`src/rtl/jk_ff_bank.sv`:
```
// jk_ff_bank
//   A bank of WIDTH flip-flops. All bits share one mode, which is chosen at run time:
//   JK, D, T or SR. The block also counts bit transitions on q in a saturating counter.
//   It raises a sticky error flag when it sees an illegal SR input (S=R=1).
//
// Ports
//   clk      in   1        rising-edge clock
//   rst      in   1        asynchronous active-low reset
//   en       in   1        update enable; 0 holds q and chg_cnt
//   clr      in   1        synchronous clear of q, chg_cnt and err; acts regardless of en
//   mode     in   2        00 JK, 01 D, 10 T, 11 SR
//   j        in   WIDTH    J / D / T / S per bit
//   k        in   WIDTH    K / R per bit; ignored in D and T modes
//   q        out  WIDTH    register state
//   qb       out  WIDTH    ~q
//   chg_cnt  out  CNT_W    saturating count of bit transitions on q
//   err      out  1        sticky illegal-SR flag
module jk_ff_bank #(
  parameter int               WIDTH     = 8,
  parameter int               CNT_W     = 8,
  parameter logic [WIDTH-1:0] RESET_VAL = '0
) (
  input  logic             clk,
  input  logic             rst,
  input  logic             en,
  input  logic             clr,
  input  logic [1:0]       mode,
  input  logic [WIDTH-1:0] j,
  input  logic [WIDTH-1:0] k,
  output logic [WIDTH-1:0] q,
  output logic [WIDTH-1:0] qb,
  output logic [CNT_W-1:0] chg_cnt,
  output logic             err
);

  localparam logic [1:0] MODE_JK = 2'b00;
  localparam logic [1:0] MODE_D  = 2'b01;
  localparam logic [1:0] MODE_T  = 2'b10;
  localparam logic [1:0] MODE_SR = 2'b11;

  // The popcount can reach WIDTH. The sum of the count and the popcount
  // never exceeds (2^CNT_W - 1) + WIDTH, so CNT_W + POP_W bits always hold it.
  localparam int POP_W = $clog2(WIDTH + 1);
  localparam int SUM_W = CNT_W + POP_W;
  localparam logic [CNT_W-1:0] CNT_MAX = '1;

  logic [WIDTH-1:0] q_q, q_d;
  logic [CNT_W-1:0] cnt_q, cnt_d;
  logic             err_q, err_d;

  logic [WIDTH-1:0] q_nxt;
  logic [WIDTH-1:0] diff;
  logic [POP_W-1:0] pop;
  logic [SUM_W-1:0] sum;
  logic [CNT_W-1:0] cnt_sat;
  logic             sr_illegal;

  // Next-state function. When en=0 the block holds, so the values on j, k
  // and mode cannot reach any state.
  always_comb begin
    q_nxt      = q_q;
    sr_illegal = 1'b0;
    if (en) begin
      case (mode)
        MODE_JK: q_nxt = (j & ~q_q) | (~k & q_q);
        MODE_D:  q_nxt = j;
        MODE_T:  q_nxt = q_q ^ j;
        MODE_SR: begin
          // S=R=1 holds the bit. Only the set-only and reset-only cases change it.
          q_nxt      = (q_q | (j & ~k)) & ~(k & ~j);
          sr_illegal = |(j & k);
        end
        default: q_nxt = q_q;
      endcase
    end
  end

  always_comb begin
    diff = q_nxt ^ q_q;
    pop  = '0;
    for (int i = 0; i < WIDTH; i++) begin
      pop = pop + POP_W'(diff[i]);
    end
    sum = SUM_W'(cnt_q) + SUM_W'(pop);
    if (sum > SUM_W'(CNT_MAX)) begin
      cnt_sat = CNT_MAX;
    end else begin
      cnt_sat = sum[CNT_W-1:0];
    end
  end

  // clr wins over any update on the same edge. That includes an illegal SR
  // input, so err is cleared rather than set.
  always_comb begin
    q_d   = q_nxt;
    cnt_d = cnt_sat;
    err_d = err_q | sr_illegal;
    if (clr) begin
      q_d   = RESET_VAL;
      cnt_d = '0;
      err_d = 1'b0;
    end
  end

  always_ff @(posedge clk or negedge rst) begin
    if (!rst) begin
      q_q   <= RESET_VAL;
      cnt_q <= '0;
      err_q <= 1'b0;
    end else begin
      q_q   <= q_d;
      cnt_q <= cnt_d;
      err_q <= err_d;
    end
  end

  assign q       = q_q;
  assign qb      = ~q_q;
  assign chg_cnt = cnt_q;
  assign err     = err_q;

endmodule

```
`config.mk`:
```
export PLATFORM = sky130hd
export DESIGN_NAME = jk_ff_bank
export DESIGN_NICKNAME = d
export VERILOG_FILES = /design/src/rtl/jk_ff_bank.sv
export SDC_FILE = /design/constraint.sdc
export NUM_CORES = 1
export LEC_CHECK = 0
export ABC_AREA = 1
export BUFFER_PORTS_ARGS = -buffer_cell sky130_fd_sc_hd__buf_2
export CAP_MARGIN = 20
export CORE_MARGIN = 4
export CORE_UTILIZATION = 52
export DETAILED_ROUTE_END_ITERATION = 8
export PLACE_DENSITY = 0.82
export SLEW_MARGIN = 20
export SYNTH_ARGS = -nofsm -noshare
export SYNTH_HDL_FRONTEND = slang
export SYNTH_SLANG_ARGS = --single-unit
```
`constraint.sdc`:
```
create_clock -name clk -period 5.25 [get_ports clk]
set_input_delay 1.05 -clock clk [delete_from_list [all_inputs] [get_ports clk]]
set_output_delay 1.05 -clock clk [all_outputs]
set_load 0.02 [all_outputs]
```
==> summary.md, run 1 <==
| Metric | Value |
|---|---|
| GR Overflow Total | 0 |
| Post-cts hold buffer count | 0 |
| Min-Delay Path Depth | 2 |
| Static leakage | 1.10 nW |
| End of the worst register-to-register path | chg_cnt[5] |
| Post-synthesis average cell area | 6.36 sq um |
| Count of state elements after synthesis | 17 |
| Post-route setup TNS | 0 ps |
| Slowest stage cell on the critical path | fa_1 |
| Non-filler cells, final | 351 |
| Wire length of the first global-routing pass | 6840 um |
| Final worst slack | 334 ps |
| DRC viols | 0 |
| Beginning of the worst register-to-register path | q[0] |
| Full die area | 4120 sq um |
| Post-Place Setup Slack | 62.1 ps |
| All-layer global routing usage | 0.201 |
| Number of nets in the synthesized netlist | 291 |
| Sequential fraction of the synthesis area | 0.259 |
| Final period util | 0.936 |
| Number of placed I/O pins | 47 |
| Critical path required time | 5450 ps |
| Fraction of synthesized cell area taken by the top area cell type | 0.259 |
| Final count of hold timing violations | 0 |
| Pwr per Cell Area | 270 nW/um^2 |
| Maximum clock frequency | 0.203 GHz |
| Fraction of power spent switching nets | 0.449 |
| Total vias in the final route | 1830 |
| Placed Cells | 347 |
| Drt pass-1 iters | 4 |
| Synth Cell Area | 1640 sq um |
| Final HPWL DP | 3260 um |
| Startpoint Class | input pin |
| Buffers inserted by post-CTS timing repair | 0 |
| Biggest area consumer among synthesized cells | dfrtp_1 |
| Area Overhead vs Synth | 18.8% |
| R2r worst-path depth | 20 |
| Total clock sinks | 17 |
| Share of layout cells above drive strength 1 | 0.215 |
| Number of instances in the synthesized netlist | 258 |
| Finish-stage setup viols | 0 |
| Shortest period the worst path allows | 4920 ps |
| Number of global-route vias before repair | 1618 |
| CP Cell Sequence | buf_2, inv_2, nand2_4, a21oi_1, nor2_1, nand2_1, nand3_1, nand2_1, fa_1, fa_1, inv_1, fa_1, inv_1, fa_1, fa_1, nand3_1, nand2_1, nand2_1, nand3_1, nand2_1, inv_1 |
| Crit path buffers/inverters | 5 |
| Net load switching power | 0.000236 W |
| First-iteration detailed-routing DRC count | 131 |
| Worst Skew | 3.01 ps |
| Average wire per cell in the routed design | 11.8 um |
| Worst slew pin tran | 390 ps |
| Kind of critical path | input pin to flop |
| IO Port Bufs | 46 |
| Share of total power in sequential cells | 0.312 |
| Slowest stage delay, CP | 550 ps |
| Count of standard-cell rows | 20 |
| Relative slew slack | 0.740 |
| Maximum fanout along the worst path | 10 |
| Die Y-Extent | 64.2 um |
| Clock Latency Late Sink | 290 ps |
| Post-detailed-route via-to-cell ratio | 5.21 |
| Library cells used by synthesis | 21 |
| TritonCTS clock tree | done |
| Dominant cells by area after synthesis | dfrtp_1, nand2_1, nand3_1, inv_1, fa_1 |
| Maximum number of pins on one net before global-route repair | 18 |
| Nature of the critical path endpoint | flop |
| RSZ-0062 raised after global routing | no |
| Min-Delay Startpoint | err |
| Detailed Route WL | 4160 um |
| Antenna violations before repair | 0 |
| Class of the worst hold path | flop to flop |
| WHS Endpoint | err |
| Floorplan die width | 64.2 um |
| Reg2Reg Setup Slack | 820 ps |
| Category of cells accounting for the largest share of critical-path delay | adder cells |
| Number of H-tree levels | 1 |
| Outcome | completed |
| Count of maximum capacitance violations | 0 |
| Antenna diode count | 0 |
| Number of buffers inserted during clock tree synthesis | 3 |
| Final Max Tran Viols | 0 |
| Floorplan core area | 3030 sq um |
| Number of synthesis warnings | 0 |
| Starting utilization of the core area | 0.542 |
| Number of nets in the finished design | 341 |
| Power Internal | 0.000290 W |
| GPL Wtd Cong | 0.943 |
| CTS clock-pin slew for the worst setup and hold paths | 90 ps |
| CTS max path bufs | 2 |
| Clk network pwr share | 0.133 |
| Post-DRT Antenna Nets | 0 |
| Cell at the root of the clock tree | clkbuf_4 |
| Number of gates resized after cts | 0 |
| Core occupancy in the finished layout | 0.644 |
| Total power of the final layout | 0.000526 W |
| Worst supply voltage drop on vdd | 0.194 mV |
| Logic pwr share | 0.555 |
| Data arrival time of the critical path | 5110 ps |
synth_stat cells (all sizes together):
master / number
a21oi: 24
buf: 3
nand2: 88
fa: 5
nor3: 1
xnor2: 3
nand4: 4
ha: 6
nor2: 13
dfrtp: 17
nand3: 47
o21ai: 10
inv: 37
through the flow:
stage	cell area (sq um)	hold WS (ps)
after floorplan	1640	606
after global placement	1920	509
after detailed placement	1920	509
after CTS	1950	526
after global routing	1950	559
final	1950	525
cells by family (layout without fill, tap and decap cells):
kind of cell / count (synthesis) / after routing / share of synthesized area
compound gates: 34 / 34 / 0.115
xor+xnor: 3 / 3 / 0.0160
fa+ha+maj: 11 / 11 / 0.107
buf+inv: 40 / 89 / 0.0968
flops: 17 / 17 / 0.259
simple gates: 153 / 153 / 0.406
power groups by stage:
| stage | Sequential (W) | Clock [W] | Combinational [W] |
|---|---|---|---|
| finish | 0.000164 | 0.0000698 | 0.000292 |
| floorplan | 0.000185 | 0 | 0.000192 |
| global placement | 0.000166 | 0 | 0.000284 |
| global route | 0.000166 | 0.0000799 | 0.000331 |
| detailed placement | 0.000166 | 0 | 0.000289 |
| CTS | 0.000164 | 0.0000728 | 0.000292 |
routing by layer:
layer / up-vias / track usage / part of all wire
li1: 940 / - / -
met1: 828 / 0.272 / 0.47
met2: 58 / 0.341 / 0.48
met3: 4 / 0.0369 / 0.053
met4: 0 / 0.0290 / 0.0043
met5: - / 0 / 0
registers in the layout, indices dropped and copies added, names as in the netlist:
| name | cells |
|---|---|
| q | 8 |
| err | 1 |
| chg_cnt | 8 |
cell usage in the layout, fill, tap and decap left out:
cell and count:
nand2_1 85, nand3_1 47, buf_2 46, inv_1 33, a21oi_1 19, dfrtp_1 17, nor2_1 11, o21ai_0 10
ha_1 6, a21oi_2 5, fa_1 5, inv_2 4, nand4_1 4, xnor2_1 3, clkbuf_4 3, nand2_2 2
buf_4 2, nor2_4 1, nand2_4 1, nor2_2 1, nor3_1 1, clkinv_2 1
worst max path at each step:
stage                       start         end  slack, ps  cells after the start
after global placement    mode[1]  chg_cnt[5]        180                     21
after CTS                 mode[1]  chg_cnt[5]        360                     21
after floorplan           mode[1]  chg_cnt[5]        460                     20
after global routing      mode[1]  chg_cnt[5]        120                     21
after detailed placement  mode[1]  chg_cnt[5]         60                     21
final                     mode[1]  chg_cnt[5]        330                     21
area by class of cell:
| cell class | instances | area (sq um) |
|---|---|---|
| flip-flops and latches | 17 | 425 |
| multi-input cells | 201 | 1060 |
| clock inverters | 1 | 5.00 |
| inverters | 37 | 139 |
| repair buffers | 48 | 245 |
| clock buffers | 3 | 22.5 |
| fillers | 303 | 1080 |
| well taps | 44 | 55.1 |
tightest hold or removal path: stages, from the launching register on:
cell	delay [ps]
dfrtp_1	390
inv_1	50
a21oi_1	50
No activity file was read; power rests on OpenSTA's default activity.
==> run 2: changes to the inputs <==
ABC_AREA = not set   (was 1)
CORE_UTILIZATION = 53   (was 52)
PLACE_DENSITY = 0.77   (was 0.82)
==> run 2 against run 1 <==
  * Critical path depth decreased by 6
  * Synthesized cell count is 12% lower
  * Sequential share of layout area fell by 0.55 points
  * Clock power up 7.2%
  * Critical endpoint is now chg_cnt[6]
  * Cell area up 2.6%
  * Clock-buffer cell count is 1 higher
  * Flip-flop and latch count did not move
  * Hold slack improved by 24 ps
  * Cell count decreased by 13%
  * Highest routed layer unchanged
  * Critical path type unchanged
  * Clock skew rose by 2.7 ps
  * Fmax rose by 0.29%
  * Combinational power down 11%
==> summary.md, run 2 <==
| Metric | Value |
|---|---|
| DRC viols | 0 |
| Fraction of synthesized cell area taken by the top area cell type | 0.243 |
| Core occupancy in the finished layout | 0.644 |
| Number of placed I/O pins | 47 |
| Final period util | 0.934 |
| Worst slew pin tran | 434 ps |
| Buffers inserted by post-CTS timing repair | 0 |
| Wire length of the first global-routing pass | 7740 um |
| Adder and majority gate portion of the synthesized area | 0.100 |
| Library cell with the highest instance count after synthesis | nand2_1 |
| IO Port Bufs | 46 |
| Post-route setup TNS | 0 ps |
| Relative slew slack | 0.711 |
| Synth Cell Area | 1750 sq um |
| Number of synthesized flops with an enable pin | 0 |
| Area of combinational cells with multiple inputs | 1170 sq um |
| Final count of hold timing violations | 0 |
| Number of synthesis warnings | 0 |
| Maximum clock frequency | 0.204 GHz |
| Area Overhead vs Synth | 14.2% |
| Die Y-Extent | 65.5 um |
| Number of buffers inserted during clock tree synthesis | 3 |
| Library cells used by synthesis | 35 |
| Critical path's most frequent cell | fa_1 |
| Clock Latency Late Sink | 300 ps |
| Dominant cells by area after synthesis | dfrtp_1, a21oi_1, nand2_1, fa_1, o22ai_1 |
| Area taken by flip-flops and latches | 425 sq um |
| Count of standard-cell rows | 20 |
| Leading cell type in the layout, fill and taps excluded | buf_2 |
| Antenna violations before repair | 0 |
| Class of the worst hold path | flop to flop |
| Pwr per Cell Area | 249 nW/um^2 |
| Synthesized-area fraction occupied by ao, oa, aoi and oai cells | 0.361 |
| Leading cell types in the layout, fill and taps excluded | buf_2, nand2_1, a21oi_1 |
| Drt pass-1 iters | 4 |
| Top flip-flop cell by instance count after synthesis | dfrtp_1 |
| Worst supply voltage drop on vdd | 0.198 mV |
| Worst Skew | 5.75 ps |
| Filler cell count in the final layout | 307 |
| Data arrival time of the critical path | 5100 ps |
| CP Cell Sequence | buf_2, o31a_1, o221ai_1, a21oi_1, fa_1, fa_1, inv_1, fa_1, inv_1, fa_1, fa_1, a211oi_1, or2_1, nor4b_1, nor3_1 |
| Post-detailed-route via-to-cell ratio | 5.99 |
| Number of global-route vias before repair | 1614 |
| Number of nets in the synthesized netlist | 259 |
| Multiplexer share of the synthesized area | 0 |
| First-iteration detailed-routing DRC count | 220 |
| Detailed Route WL | 4630 um |
| Min-Delay Path Depth | 2 |
| GPL Wtd Cong | 0.868 |
| RSZ-0062 raised after global routing | no |
| Count of state elements after synthesis | 17 |
| Top cell types by occurrence after synthesis | nand2_1, a21oi_1, buf_2, dfrtp_1, o22ai_1 |
| Average wire per cell in the routed design | 15.2 um |
| All-layer global routing usage | 0.229 |
| Slowest stage delay, CP | 550 ps |
| R2r worst-path depth | 15 |
| Post-cts hold buffer count | 0 |
| Sequential fraction of the synthesis area | 0.243 |
| Final HPWL DP | 3430 um |
| Maximum fanout along the worst path | 6 |
| Total vias in the final route | 1827 |
| Shortest period the worst path allows | 4900 ps |
| Outcome | completed |
| Floorplan core area | 3100 sq um |
| Post-synth ARST share | 1.00 |
| Cell at the root of the clock tree | clkbuf_4 |
| Number of H-tree levels | 1 |
| TritonCTS clock tree | done |
| Biggest area consumer among synthesized cells | dfrtp_1 |
| Maximum number of pins on one net before global-route repair | 30 |
| Total clock sinks | 17 |
| Share of layout cells above drive strength 1 | 0.211 |
| Floorplan die width | 65.5 um |
| Starting utilization of the core area | 0.564 |
| GR Overflow Total | 0 |
| Static leakage | 0.941 nW |
| Critical path required time | 5450 ps |
| Slowest stage cell on the critical path | fa_1 |
| Nature of the critical path endpoint | flop |
| Startpoint Class | input pin |
| Post-DRT Antenna Nets | 0 |
| Number of instances in the synthesized netlist | 226 |
| Finish-stage setup viols | 0 |
| CTS max path bufs | 2 |
| Largest family of logic cells by synthesized area | compound AO/OA/AOI/OAI gates |
| Post-synthesis average cell area | 7.75 sq um |
| Xor/xnor cell area share of the yosys netlist | 0.0450 |
| Final Max Tran Viols | 0 |
| CTS clock-pin slew for the worst setup and hold paths | 110 ps |
| Simple-gate portion of the synthesized area | 0.164 |
| Kind of critical path | input pin to flop |
| Antenna diode count | 0 |
| Count of maximum capacitance violations | 0 |
| Full die area | 4290 sq um |
| Number of nets in the finished design | 295 |
| Number of gates resized after cts | 0 |
[run 2: changes by cell type after synthesis, sizes merged, moves of 9 or more]
cell	before	now
a31oi	0	9
buf	3	18
inv	37	14
nand2	88	34
nand3	47	0
o21ai	10	1
o22ai	0	16
[run 2: logic make-up (layout without fill, tap and decap cells)]
kind of cell	count (synthesis)	count (layout)
AOI/OAI and AO/OA	93	93
and+or+nand+nor	62	62
adders and majority gates	11	11
DFF	17	17
xor gates and xnor gates	9	9
buffers and inverters	34	69
[run 2: final timing paths]
check | from | end | slack [ps]
hold / removal | err | err | 550
setup / recovery | mode[1] | chg_cnt[6] | 350
min in group asynchronous | rst | q[4] | 680
hold reg to reg | err | err | 550
setup reg to reg | q[0] | chg_cnt[6] | 600
max in group asynchronous | rst | q[5] | 4270
[run 2: routing by layer]
| layer | global-route usage | wire [um] | vias up |
|---|---|---|---|
| li1 | - | - | 906 |
| met1 | 0.328 | 2130 | 870 |
| met2 | 0.364 | 2230 | 49 |
| met3 | 0.0393 | 239 | 2 |
| met4 | 0.0389 | 21 | 0 |
| met5 | 0 | 0 | - |
[run 2: final cells by class]
class	count	area share
clock buffer	4	0.0131
tap	44	0.0275
sequential	17	0.213
multi-input combinational	175	0.586
inverter	14	0.0263
timing repair buffer	51	0.134
[run 2: worst max-delay path: cells and delay by family]
family                   cells  cell delay, ps
adder cells (fa/ha/maj)      5            2470
AO/OA/AOI/OAI                4             830
AND/OR/NAND/NOR              3             500
buffers and inverters        3             250
[run 2: stage by stage]
step	cell area, sq um	hold slack (ps)	cells	worst slack [ps]	power [W]
2_1_floorplan	1750	610	226	155	0.000349
3_3_place_gp	1970	487	301	145	0.000416
3_5_place_dp	1970	532	301	34.0	0.000424
4_1_cts	2000	567	305	332	0.000502
5_1_grt	2000	604	305	59.1	0.000549
6_report	2000	548	305	348	0.000498
[run 2: where the power goes]
group	total (W)	leakage [nW]	switching, W	internal, W
sequential	0.000161	0.230	0.0000158	0.000146
clock	0.0000748	0.0150	0.0000453	0.0000296
combinational	0.000261	0.696	0.000154	0.000107
total	0.000498	0.941	0.000215	0.000282
